### src/rtl/mux_rr_lanes_if.sv
// ---------------------------------------------------------------------------
// mux_rr_lanes_if
//   Bundles the lane-side inputs and the serialized output stream of the
//   round-robin lane serializer. Clock and reset stay outside the interface.
//
//   Parameters
//     WIDTH  data bits per lane
//     LANES  number of parallel input lanes
//
//   Signals
//     data_in      LANES*WIDTH  lane k on bits [k*WIDTH +: WIDTH]
//     valid_in     LANES        per-lane valid
//     lane_en      LANES        per-lane enable mask
//     align        1            frame-phase restart
//     data_out     WIDTH        serialized data, holds on idle slots
//     valid_out    1            data_out carries a new word this cycle
//     lane_out     SEL_W        lane index of the current output slot
//     frame_start  1            high on the slot carrying lane 0
//
//   Modports
//     master  drives the lane inputs, observes the serialized stream
//     slave   the serializer itself
// ---------------------------------------------------------------------------
interface mux_rr_lanes_if #(
    parameter int WIDTH = 8,
    parameter int LANES = 4
) ();
    localparam int SEL_W = (LANES > 1) ? $clog2(LANES) : 1;

    logic [LANES*WIDTH-1:0] data_in;
    logic [LANES-1:0]       valid_in;
    logic [LANES-1:0]       lane_en;
    logic                   align;
    logic [WIDTH-1:0]       data_out;
    logic                   valid_out;
    logic [SEL_W-1:0]       lane_out;
    logic                   frame_start;

    modport master (
        output data_in,
        output valid_in,
        output lane_en,
        output align,
        input  data_out,
        input  valid_out,
        input  lane_out,
        input  frame_start
    );

    modport slave (
        input  data_in,
        input  valid_in,
        input  lane_en,
        input  align,
        output data_out,
        output valid_out,
        output lane_out,
        output frame_start
    );
endinterface

### src/rtl/mux_rr_lanes.sv
// ---------------------------------------------------------------------------
// mux_rr_lanes
//   N:1 round-robin lane serializer for the PHY transmit path. LANES parallel
//   lanes are captured once per frame into a snapshot bank and emitted one
//   lane per clk_nf cycle. Disabled or invalid lanes produce idle slots on
//   which data_out holds its previous word. align restarts the frame phase.
//
//   Ports
//     clk_nf   input  fast clock, LANES x the lane rate
//     reset_L  input  asynchronous active-low reset
//     bus      mux_rr_lanes_if.slave (lane inputs and serialized output)
// ---------------------------------------------------------------------------
module mux_rr_lanes #(
    parameter int WIDTH = 8,
    parameter int LANES = 4
) (
    input  logic          clk_nf,
    input  logic          reset_L,
    mux_rr_lanes_if.slave bus
);
    localparam int               SEL_W    = (LANES > 1) ? $clog2(LANES) : 1;
    localparam logic [SEL_W-1:0] SEL_ZERO = '0;
    localparam logic [SEL_W-1:0] SEL_ONE  = SEL_W'(1);
    localparam logic [SEL_W-1:0] SEL_LAST = SEL_W'(LANES - 1);

    // Slot counter
    logic [SEL_W-1:0] sel_q;
    logic [SEL_W-1:0] sel_d;

    // Per-frame snapshot bank
    logic [WIDTH-1:0] snap_data_q [LANES];
    logic [WIDTH-1:0] snap_data_d [LANES];
    logic [LANES-1:0] snap_valid_q;
    logic [LANES-1:0] snap_valid_d;

    // Output register stage
    logic [WIDTH-1:0] data_out_q;
    logic [WIDTH-1:0] data_out_d;
    logic             valid_out_q;
    logic             valid_out_d;
    logic [SEL_W-1:0] lane_out_q;
    logic [SEL_W-1:0] lane_out_d;
    logic             frame_start_q;
    logic             frame_start_d;

    logic             last_slot;
    logic             snap_load;

    assign last_slot = (sel_q == SEL_LAST);
    // The bank reloads on the last slot of each frame so the next frame's
    // lane 0 is ready on the following edge; align forces an early reload.
    assign snap_load = last_slot || bus.align;

    // Slot counter next state: wraps after the last lane, align restarts it.
    always_comb begin
        sel_d = sel_q + SEL_ONE;
        if (bus.align || last_slot) begin
            sel_d = SEL_ZERO;
        end
    end

    // Snapshot bank next state. Masked lanes are stored as invalid, so later
    // changes to lane_en/valid_in only matter at the next load.
    always_comb begin
        snap_valid_d = snap_valid_q;
        for (int k = 0; k < LANES; k++) begin
            snap_data_d[k] = snap_data_q[k];
        end
        if (snap_load) begin
            snap_valid_d = bus.valid_in & bus.lane_en;
            for (int k = 0; k < LANES; k++) begin
                snap_data_d[k] = bus.data_in[k*WIDTH +: WIDTH];
            end
        end
    end

    // Output stage next state. It reads the pre-edge snapshot, so on the wrap
    // edge it still emits the old frame's last lane while the bank reloads.
    always_comb begin
        data_out_d    = data_out_q;
        valid_out_d   = 1'b0;
        lane_out_d    = sel_q;
        frame_start_d = (sel_q == SEL_ZERO);
        if (bus.align) begin
            // Flush slot: nothing is emitted while the phase restarts.
            lane_out_d    = SEL_ZERO;
            frame_start_d = 1'b0;
        end else if (snap_valid_q[sel_q]) begin
            data_out_d  = snap_data_q[sel_q];
            valid_out_d = 1'b1;
        end
    end

    // Register stage: counter, snapshot bank and output stage
    always_ff @(posedge clk_nf or negedge reset_L) begin
        if (!reset_L) begin
            sel_q         <= SEL_ZERO;
            snap_valid_q  <= '0;
            for (int k = 0; k < LANES; k++) begin
                snap_data_q[k] <= '0;
            end
            data_out_q    <= '0;
            valid_out_q   <= 1'b0;
            lane_out_q    <= SEL_ZERO;
            frame_start_q <= 1'b0;
        end else begin
            sel_q         <= sel_d;
            snap_valid_q  <= snap_valid_d;
            for (int k = 0; k < LANES; k++) begin
                snap_data_q[k] <= snap_data_d[k];
            end
            data_out_q    <= data_out_d;
            valid_out_q   <= valid_out_d;
            lane_out_q    <= lane_out_d;
            frame_start_q <= frame_start_d;
        end
    end

    assign bus.data_out    = data_out_q;
    assign bus.valid_out   = valid_out_q;
    assign bus.lane_out    = lane_out_q;
    assign bus.frame_start = frame_start_q;
endmodule

### src/flat_wrapper.sv
// flat-port wrapper written by rule: the top's interface ports become plain ports
module mux_rr_lanes_flat 
#(
    parameter int WIDTH = 8,
    parameter int LANES = 4
)
  (clk_nf, reset_L, bus_data_in, bus_valid_in, bus_lane_en, bus_align, bus_data_out, bus_valid_out, bus_lane_out, bus_frame_start);
  mux_rr_lanes_if #(.WIDTH(WIDTH), .LANES(LANES)) bus_i ();
  input  logic clk_nf;
  input  logic reset_L;
  input wire logic [$bits(bus_i.data_in)-1:0] bus_data_in;
  input wire logic [$bits(bus_i.valid_in)-1:0] bus_valid_in;
  input wire logic [$bits(bus_i.lane_en)-1:0] bus_lane_en;
  input wire logic [$bits(bus_i.align)-1:0] bus_align;
  output wire logic [$bits(bus_i.data_out)-1:0] bus_data_out;
  output wire logic [$bits(bus_i.valid_out)-1:0] bus_valid_out;
  output wire logic [$bits(bus_i.lane_out)-1:0] bus_lane_out;
  output wire logic [$bits(bus_i.frame_start)-1:0] bus_frame_start;
  assign bus_i.data_in = bus_data_in;
  assign bus_i.valid_in = bus_valid_in;
  assign bus_i.lane_en = bus_lane_en;
  assign bus_i.align = bus_align;
  assign bus_data_out = bus_i.data_out;
  assign bus_valid_out = bus_i.valid_out;
  assign bus_lane_out = bus_i.lane_out;
  assign bus_frame_start = bus_i.frame_start;
  mux_rr_lanes #(.WIDTH(WIDTH), .LANES(LANES)) u_core (.clk_nf(clk_nf), .reset_L(reset_L), .bus(bus_i));
endmodule
### config.mk
export PLATFORM = sky130hd
export DESIGN_NAME = mux_rr_lanes_flat
export DESIGN_NICKNAME = d
export VERILOG_FILES = /design/src/rtl/mux_rr_lanes_if.sv /design/src/rtl/mux_rr_lanes.sv /design/src/flat_wrapper.sv
export SDC_FILE = /design/constraint.sdc
export NUM_CORES = 1
export LEC_CHECK = 0
export CAP_MARGIN = 15
export CORE_ASPECT_RATIO = 1.1
export CORE_UTILIZATION = 40
export CTS_BUF_LIST = sky130_fd_sc_hd__clkbuf_4
export DETAILED_ROUTE_END_ITERATION = 6
export GPL_TIMING_DRIVEN = 0
export PLACE_DENSITY_LB_ADDON = 0.2
export SYNTH_ARGS = -nofsm -noshare
export SYNTH_HDL_FRONTEND = slang
export SYNTH_SLANG_ARGS = --single-unit
### constraint.sdc
create_clock -name clk_nf -period 2.4 [get_ports clk_nf]
set_input_delay 0.48 -clock clk_nf [delete_from_list [all_inputs] [get_ports clk_nf]]
set_output_delay 0.48 -clock clk_nf [all_outputs]
set_load 0.01 [all_outputs]
# After elaboration in Yosys (flattened, before gate mapping)
# Index checks and enable logic that the tools add are counted.
# W data, S select, Z words.
[word_totals] reg_bits=50
[classes] mux=10 n_eq_ne=1 order_cmp=2 n_addsub=1 bitwise_logic=3 reduce_logical=3
[ops] op="$bmux W8 S2" count=1
[ops] op="$mux W8" count=2
[ops] op="$and A4 B4 Y4" count=1
[ops] op="$mux W1" count=4
[ops] op="$mux W2" count=2
[ops] op="$ge A3 B3 Y1 const B" count=1
[ops] op="$lt A2 B3 Y1 const B" count=1
[ops] op="$not A2 Y3" count=1
[ops] op="$add A2 B1 Y2 const B" count=1
[ops] op="$bmux W1 S2" count=1
[ops] op="$eq A2 B2 Y1 const B" count=1
[ops] op="$logic_not A2 Y1" count=1
[ops] op="$reduce_and A2 Y1" count=1
[ops] op="$logic_or A1 B1 Y1" count=1
[ops] op="$not A1 Y1" count=1

# Longest topological paths before layout
[depth] depth_word=4 ltp_mapped=5 ltp_nobuf=4

# Worst setup path after synthesis
# Ideal clock, no wire load.
[synth_path] path_type="reg-to-reg" start="reg u_core.sel_q[1]" end="reg u_core.data_out_q[0], in the netlist u_core.bus.data_out[0]" arrival_ns=1.420 slack_ns=0.855 path_stages_with_launch=6 path_buffers=2 path_cell_list="dfrtp_1 -> buf_6 -> mux2_4 -> a22o_1 -> buf_6 -> mux2_4"
[synth_via] elab_chain_len=4
[synth_rtl] item="start: declaration" line="mux_rr_lanes.sv:27" text="logic [SEL_W-1:0] sel_q;"
[synth_rtl] item="start signal: assignment" line="mux_rr_lanes.sv:107" text="sel_q <= sel_d;"
[synth_rtl] item="$not A2 Y3 (implied by the code)" line="mux_rr_lanes.sv:89" text="data_out_d = snap_data_q[sel_q];"
[synth_rtl] item="$bmux W8 S2" line="mux_rr_lanes.sv:89"
[synth_rtl] item="$mux W8 (implied by the code) (2 in a row)" line="mux_rr_lanes.sv:89"
[synth_rtl] item="end signal: assignment" line="mux_rr_lanes.sv:112" text="data_out_q <= data_out_d;"
[synth_rtl] item="end: declaration" line="mux_rr_lanes.sv:37" text="logic [WIDTH-1:0] data_out_q;"
# Parallel ways exist; a longest one is shown, timed or not. The select of a mux whose other input is x is not followed.
# A chain may end at the register's enable or synchronous reset.

# Worst setup path after layout
[layout_path] start="reg u_core.data_out_q[1], in the netlist u_core.bus.data_out[1]" end="out bus_data_out[1]"
[layout_rtl] item="end: declaration" line="flat_wrapper.sv:15" text="output wire logic [$bits(bus_i.data_out)-1:0] bus_data_out;"
# No word-level cell between the ends.

==> run metrics <==
Core ar.=5070 um2; unrepaired setup endpoints after global routing=false; Worst Tran Pin Value=0.555 ns; Setup crit start kind=flip-flop; Yosys warning total=0; worst path cell trace=clkdlybuf4s50_1; max-capacitance violation count=0; Synth Net Count=176; endpoints failing setup=0; Cell Count, Final, Fillers Out=252; Top delay family on crit path=buffers and inverters; crit path capture type=output port; layout cell share with drive strength beyond 1=0.294; required time worst endpoint=1.92 ns; gp weighted congestion=0.703; Max transition margin=0.630; CTS Sinks=50; worst r2r path cells=4; Post-synth ARST share=1.00; dominant cell by count in the synthesized netlist=dfrtp_1; die width=71.8 um; Post-synth EDFFs=0; Synth top area share=0.584; Tot GR Track Use=0.159; P per Cell Area=727 nW/um2; CTS tree=done; num rows=27; Clock Latency Late Sink=0.36 ns; Starting Density=0.422; Clock Skew=0.0112 ns; Worst Setup SP=u_core.bus.data_out[1]; Slew Limit Fails=0; vias in the first global route=1457; Routed Antenna Nets=0; Clk pin slew, worst setup/hold paths=0.14 ns; CTS buffer count=5; CP max-delay cell=clkdlybuf4s50_1; Final Hold Fails=0; Synth area leader=dfrtp_1; synth unique cells=16; Levels on crit path=1; CP max stage delay=0.54 ns; n_diodes=0; outcome=finished, final reports clean; port buffer count=54; Synth top cells by count=dfrtp_1, mux2_2, mux2_4, mux4_1, nand2_1; mean routed wirelength per cell=15.5 um; Min Clock Period, post-route=1.79 ns; fin area=2820 um2; placed cell area=2770 um2; antenna violations before repair=0; number of cells upsized or downsized after cts=0; Placed Instances=244; Setup TNS Final=0 ns; routed via count=1286; # IOs=55; Leak=1.21 nW; Seq/Total Area, Yosys=0.584; Syn Area/Cell=16.3 um2; HP Class=in -> async; DR pass1 iterations=2; Place WS=0.274 ns; # DRC=0; post-CTS setup buffer count=0; Yosys reg bits=50; full die area=5650 um2; clk buf depth=2; post-synthesis cell count=131; # hold bufs at CTS=0; Vias/cell=5.10; VDD IR max=0.000302 V; Setup CP Type=reg -> out; CP max FO=2; pin count of the biggest net entering global routing=28; Die Ht=78.7 um; DRT Wirelength=3910 um; first-pass GRT wire length=6760 um; GRT overflow=0; Detailed Route Iter0 Violations=41; root buffer cell=clkbuf_4; crit path DAT=1.31 ns; layout net count=238; Area Growth Syn to Fin=31.9%; Synth area leaders=dfrtp_1, mux2_2, mux4_1; period utilization=0.746; top_reg_cell synth=dfrtp_1; H-tree depth=2; worst setup margin=0.609 ns; Worst Path Buf+Inv=1; synthesized area=2140 um2; R2R Path Start=u_core.sel_q[1]; Max Freq=0.558 GHz; DP Wirelength=2870 um
## registers in the layout (all words and copies together), names as in the netlist
register	count
u_core.sel_q	2
u_core.bus.lane_out	2
u_core.bus.valid_out	1
u_core.snap_data_q	32
u_core.snap_valid_q	4
u_core.bus.frame_start	1
u_core.bus.data_out	8
## placed cells by master (no fill, tap or decap)
master	netlist	final
buf_6	2	2
nor2_1	3	3
a22o_1	1	1
mux4_1	8	8
clkdlybuf4s50_1	0	53
clkinv_1	0	1
clkinv_2	0	1
clkbuf_4	0	6
and2_1	1	1
clkbuf_1	1	1
nor2b_1	2	2
buf_2	4	5
buf_12	0	1
inv_1	2	2
ha_1	2	2
nand2_1	8	8
dfrtp_1	50	50
mux2_4	9	9
mux2_2	33	33
o21ai_0	4	4
nor3_1	1	1
## logic make-up (layout without fill, tap and decap cells)
kind of cell,Yosys count,in the layout,share of synthesized area
fa+ha+maj,2,2,0.0117
buf+inv,9,72,0.0251
flops,50,50,0.584
compound gates,5,5,0.0134
simple gates,15,15,0.0304
mux,50,50,0.335
## path summary, 6_finish.rpt
path                                          end  slack, ns
max reg2reg                 u_core.snap_data_q[7]       0.65
max in group asynchronous  u_core.snap_data_q[21]       1.79
min reg2reg                u_core.snap_valid_q[2]       0.50
min                        u_core.snap_valid_q[2]       0.08
min in group clk_nf        u_core.snap_valid_q[2]       0.50
max                               bus_data_out[1]       0.61
## through the flow
step | hold slack [ns] | util | power (mW)
2_1_floorplan | 0.184 | - | 1.40
3_3_place_gp | 0.466 | 0.543 | 1.68
3_5_place_dp | 0.481 | 0.546 | 1.70
4_1_cts | 0.0759 | 0.557 | 2.08
5_1_grt | 0.102 | 0.557 | 2.18
6_report | 0.0781 | 0.557 | 2.05
## cell type report
class                           count  area [um2]
Fill cell                         454        2240
Tap cell                           58        72.6
Timing Repair Buffer               55         556
Multi-Input combinational cell     72         836
Sequential cell                    50        1250
Clock buffer                        6        45.0
Buffer                              7        46.3
Clock inverter                      2        8.76
Inverter                            2        7.51
## metal layers
layer,track usage,wire (um),vias up,part of all wire
met5,0,0,-,0
met4,0.0471,51,0,0.013
met3,0.0470,203,6,0.052
met1,0.186,1560,647,0.40
li1,-,-,596,-
met2,0.280,2090,37,0.53
## where the power goes
group          switching [mW]  total, mW  internal [mW]  leakage, nW
Sequential             0.0801       1.07          0.993        0.599
Clock                   0.251      0.373          0.122       0.0331
Combinational           0.193      0.606          0.413        0.576
Power figures use the tool's default switching activity.
